[src/rtl/shift_reg_bank.sv]
// WIDTH-bit shift/rotate register with selectable capture edge, serial-out bit
// and a saturating count of loaded bits still waiting to be shifted out.
module shift_reg_bank #(
  parameter int               WIDTH     = 8,
  parameter bit               NEG_EDGE  = 1'b1,
  parameter logic [WIDTH-1:0] RESET_VAL = '0
) (
  input  logic                       clk,
  input  logic                       rst,
  input  logic                       en,
  input  logic [2:0]                 op,
  input  logic [WIDTH-1:0]           d,
  input  logic                       sin,
  output logic [WIDTH-1:0]           q,
  output logic                       sout,
  output logic [$clog2(WIDTH+1)-1:0] bits_left,
  output logic                       drained
);

  localparam int CW = $clog2(WIDTH + 1);

  typedef enum logic [2:0] {
    OP_HOLD  = 3'd0,
    OP_LOAD  = 3'd1,
    OP_SHL   = 3'd2,
    OP_SHR   = 3'd3,
    OP_ROTL  = 3'd4,
    OP_ROTR  = 3'd5,
    OP_ASR   = 3'd6,
    OP_CLEAR = 3'd7
  } op_e;

  logic [WIDTH-1:0] r_q;
  logic             r_sout;
  logic [CW-1:0]    r_cnt;

  logic [WIDTH-1:0] w_q_nxt;
  logic             w_sout_nxt;
  logic [CW-1:0]    w_cnt_nxt;
  logic [CW-1:0]    w_cnt_dec;

  // Counter saturates at zero; shifting itself keeps going on a drained register.
  assign w_cnt_dec = (r_cnt == '0) ? '0 : r_cnt - CW'(1);

  always_comb begin
    w_q_nxt    = r_q;
    w_sout_nxt = r_sout;
    w_cnt_nxt  = r_cnt;
    case (op_e'(op))
      OP_HOLD: ;
      OP_LOAD: begin
        w_q_nxt   = d;
        w_cnt_nxt = CW'(WIDTH);
      end
      OP_SHL: begin
        w_q_nxt    = {r_q[WIDTH-2:0], sin};
        w_sout_nxt = r_q[WIDTH-1];
        w_cnt_nxt  = w_cnt_dec;
      end
      OP_SHR: begin
        w_q_nxt    = {sin, r_q[WIDTH-1:1]};
        w_sout_nxt = r_q[0];
        w_cnt_nxt  = w_cnt_dec;
      end
      OP_ROTL: begin
        w_q_nxt    = {r_q[WIDTH-2:0], r_q[WIDTH-1]};
        w_sout_nxt = r_q[WIDTH-1];
      end
      OP_ROTR: begin
        w_q_nxt    = {r_q[0], r_q[WIDTH-1:1]};
        w_sout_nxt = r_q[0];
      end
      OP_ASR: begin
        w_q_nxt    = {r_q[WIDTH-1], r_q[WIDTH-1:1]};
        w_sout_nxt = r_q[0];
        w_cnt_nxt  = w_cnt_dec;
      end
      OP_CLEAR: begin
        w_q_nxt   = '0;
        w_cnt_nxt = '0;
      end
      default: ;
    endcase
  end

  // Only the sensitivity edge differs between the two builds.
  generate
    if (NEG_EDGE) begin : g_neg
      always_ff @(negedge clk or posedge rst) begin
        if (rst) begin
          r_q    <= RESET_VAL;
          r_sout <= 1'b0;
          r_cnt  <= '0;
        end else if (en) begin
          r_q    <= w_q_nxt;
          r_sout <= w_sout_nxt;
          r_cnt  <= w_cnt_nxt;
        end
      end
    end else begin : g_pos
      always_ff @(posedge clk or posedge rst) begin
        if (rst) begin
          r_q    <= RESET_VAL;
          r_sout <= 1'b0;
          r_cnt  <= '0;
        end else if (en) begin
          r_q    <= w_q_nxt;
          r_sout <= w_sout_nxt;
          r_cnt  <= w_cnt_nxt;
        end
      end
    end
  endgenerate

  assign q         = r_q;
  assign sout      = r_sout;
  assign bits_left = r_cnt;
  assign drained   = (r_cnt == '0);

endmodule

[config.mk]
export PLATFORM = sky130hd
export DESIGN_NAME = shift_reg_bank
export DESIGN_NICKNAME = d
export VERILOG_FILES = /design/src/rtl/shift_reg_bank.sv
export SDC_FILE = /design/constraint.sdc
export NUM_CORES = 1
export LEC_CHECK = 0
export ABC_CLOCK_PERIOD_IN_PS = 1630
export CELL_PAD_IN_SITES_DETAIL_PLACEMENT = 1
export CELL_PAD_IN_SITES_GLOBAL_PLACEMENT = 1
export CORE_MARGIN = 3
export CORE_UTILIZATION = 31
export DETAILED_ROUTE_END_ITERATION = 6
export PLACE_DENSITY = 0.77
export SYNTH_ARGS = -nofsm -noshare
export SYNTH_HDL_FRONTEND = slang
export SYNTH_SLANG_ARGS = --single-unit
[constraint.sdc]
create_clock -name clk -period 1.63 [get_ports clk]
set_clock_uncertainty 0.1 [all_clocks]
set_input_delay 0.163 -clock clk [delete_from_list [all_inputs] [get_ports clk]]
set_output_delay 0.163 -clock clk [all_outputs]
set_load 0.01 [all_outputs]
==> flow_summary.json <==
{
  "status": "finished, violations left",
  "violations": "negative setup slack",
  "dpl-instance-area_mm2": 0.00157,
  "fin_ws_ps": -873,
  "antenna_found_initial": 0,
  "drtPass1Iterations": 4,
  "min_path_type": "reg -> reg",
  "wl_mm": 5.19,
  "core-area_mm2": 0.00288,
  "highest_layer": "met4",
  "place_congestion": 0.789,
  "ir_drop_mv": 0.795,
  "stdcell_area_mm2": 0.00197,
  "drive_gt1_share_pct": 61.6,
  "grt_pass1_vias": 1276,
  "portBuffers": 28,
  "crit_path_start_kind": "flop",
  "wl_met3_um": 317,
  "synth-seq-cells": 13,
  "cts-buffers-inserted": 3,
  "drcViolationCount": 0,
  "die_w_um": 61.9,
  "fin_util_pct": 68.3,
  "initial_core_util_pct": 33.7,
  "wl_met2_mm": 2.62,
  "cpMostUsedCell": "inv_2",
  "ys_warn_count": 0,
  "cts_sinks": 13,
  "grt_util_all_layers_pct": 25.5,
  "grt_pass1_wl_mm": 6.94,
  "syn_to_final_growth_pct": 103,
  "post-place-ws_ps": -1010,
  "root_buffer": "clkbuf_4",
  "max_stage_delay_ps": 380,
  "worst-path-stages": 5,
  "final_net_count": 202,
  "cap_violations": 0,
  "dieArea_mm2": 0.00384,
  "antenna_left": 0,
  "netlist_area_um2": 970,
  "crit_buf_inv": 3,
  "worstPathRequired_ps": 1370,
  "hold_violations": 0,
  "crit_family": "simple AND/OR/NAND/NOR gates",
  "crit_path_end_kind": "output pin",
  "cts.htree.levels": 1,
  "power_density_mw_per_mm2": 1030,
  "syn_avg_cell_area_um2": 9.41,
  "fill_cells": 302,
  "p_leak_uw": 0.000909,
  "critPathKind": "reg -> out",
  "diodes": 0,
  "worstPathArrival_ps": 2240,
  "reg2regPathDepth": 8,
  "crit_path_cell_trace": "inv_2, ha_4, or3b_4, inv_2, buf_6",
  "wl_met1_mm": 2.08,
  "regArea_um2": 325,
  "power.total_uw": 2020,
  "vias_per_cell": 5.62,
  "cts.reportedPaths.clkPinSlew_ps": 70,
  "drt-initial-drc-count": 67,
  "slew_viol_final": 0,
  "ys_types": 38,
  "die_h_um": 61.9,
  "vias": 1276,
  "finalSetupViolations": 27,
  "worstMarginPinSlew_ps": 331,
  "grt.overflow.total": 0,
  "synth_cells": 103,
  "multi_input_area_um2": 743,
  "relSlewSlack_pct": 77.8,
  "rsz0062_at_grt": "yes",
  "syn_nets": 119,
  "hold_slack_ps": 472,
  "whs_path_depth": 3,
  "io_pins": 29,
  "wl_per_cell_um": 22.9,
  "worstSkewPairLatency_ps": 290,
  "rows": 19,
  "grt_max_degree": 14,
  "dp_hpwl_mm": 2.42,
  "crit_fanout": 2,
  "cts_buffer_depth": 2,
  "synth_seq_area_share_pct": 33.5,
  "cpMaxStageDelayCell": "or3b_4",
  "cts_tree": "built"
}
[final timing paths]
| check | endpoint | slack (ps) | from |
|---|---|---|---|
| hold reg to reg | q[1] | 470 | q[1] |
| setup / recovery | drained | -870 | bits_left[0] |
| min in group asynchronous | bits_left[3] | 770 | rst |
| setup reg to reg | bits_left[3] | -220 | bits_left[1] |
| max in group asynchronous | q[2] | 500 | rst |
| hold / removal | q[1] | 470 | q[1] |
[where the power goes]
| part | switching [uW] | internal (uW) | total (uW) |
|---|---|---|---|
| logic | 571 | 767 | 1340 |
| clock network | 129 | 95.2 | 224 |
| registers | 52.6 | 406 | 458 |
[cells in the mapped netlist]
cell type	instances	area [um^2]
a32o_1	2	20.0
nand2b_1	3	18.8
a31oi_1	1	6.26
buf_2	2	10.0
nor2_2	1	6.26
nand2_1	9	33.8
nor2_1	6	22.5
o31ai_1	6	45.0
buf_6	3	33.8
and3b_1	1	8.76
or2_2	2	12.5
a22o_1	2	17.5
dfrtn_1	13	325
o22ai_1	1	6.26
mux2_2	7	78.8
mux2i_1	2	20.0
a32oi_1	1	8.76
a211oi_1	1	7.51
inv_1	5	18.8
a21o_1	1	7.51
o311ai_0	1	8.76
and4b_1	1	10.0
o21a_1	2	15.0
o211ai_1	2	15.0
or3_1	2	12.5
nand4_1	1	6.26
xor2_2	1	16.3
buf_4	1	7.51
o2111ai_1	1	8.76
nand3_1	3	15.0
and2_1	1	6.26
clkbuf_1	3	11.3
a221oi_1	6	52.6
ha_1	1	12.5
or3b_2	1	8.76
nor2b_1	3	18.8
o31ai_4	1	21.3
o21ai_0	3	15.0
[cell families after synthesis]
logic type | synth area share, %
flip-flops | 33.5
buffers and inverters | 8.39
XOR/XNOR | 1.68
AND/OR/NAND/NOR | 18.6
AO/OA/AOI/OAI | 26.3
multiplexers | 10.2
adder cells (fa/ha/maj) | 1.29
[through the flow]
step	cells	setup TNS [ps]
CTS	218	-8070
detailed placement	193	-18600
finish	227	-9360
floorplan	103	-3920
global route	227	-10020
global placement	193	-17990
[what timing repair did]
| item | CTS | global route |
|---|---|---|
| gates resized for setup | 107 | 23 |
| hold endpoints to repair | 0 | 0 |
| hold buffers | 0 | 0 |
| gates cloned | 2 | 0 |
| buffers inserted | 20 | 14 |
| setup endpoints to repair | 27 | 27 |
| pin swaps | 9 | 14 |
[worst register-to-register path, stage by stage, from the launching register on]
cell       delay, ps
dfrtn_1          370
buf_4            150
buf_6            100
buf_6            100
buf_6            100
buf_6            110
or3_4            340
o2111ai_2        170
a32oi_1          140
[metal layers]
layer,vias up,global-route usage (%)
li1,553,-
met1,639,33.5
met2,69,43.3
met3,15,2.69
met4,0,9.09
met5,-,0
[final cells by class]
cell class | instances | share of cell area (%)
sequential | 13 | 16.5
tap | 42 | 2.67
inverter | 5 | 0.955
timing repair buffer | 87 | 40.7
multi-input combinational | 76 | 37.8
clock buffer | 4 | 1.34
[placed cells by master, fill, tap and decap left out, types with 2 or more instances in the layout]
master / instances
nand2_1: 8
mux2_4: 2
dfrtn_1: 13
o31ai_4: 3
o21a_1: 2
mux2i_1: 2
mux2_2: 5
a22o_1: 2
nor2_1: 6
buf_8: 3
o31ai_2: 4
nand3_1: 3
inv_2: 3
o21ai_0: 2
buf_4: 38
a221oi_2: 3
a32o_1: 2
clkbuf_4: 3
buf_2: 9
o211ai_1: 2
buf_12: 2
a221oi_4: 3
clkdlybuf4s50_1: 9
inv_1: 2
nor2b_1: 2
buf_6: 25
nand2b_1: 3
[flip-flops by register name, indices dropped and copies added (netlist names)]
| signal | cells |
|---|---|
| bits_left | 4 |
| q | 8 |
| sout | 1 |
Power figures use the tool's default switching activity.
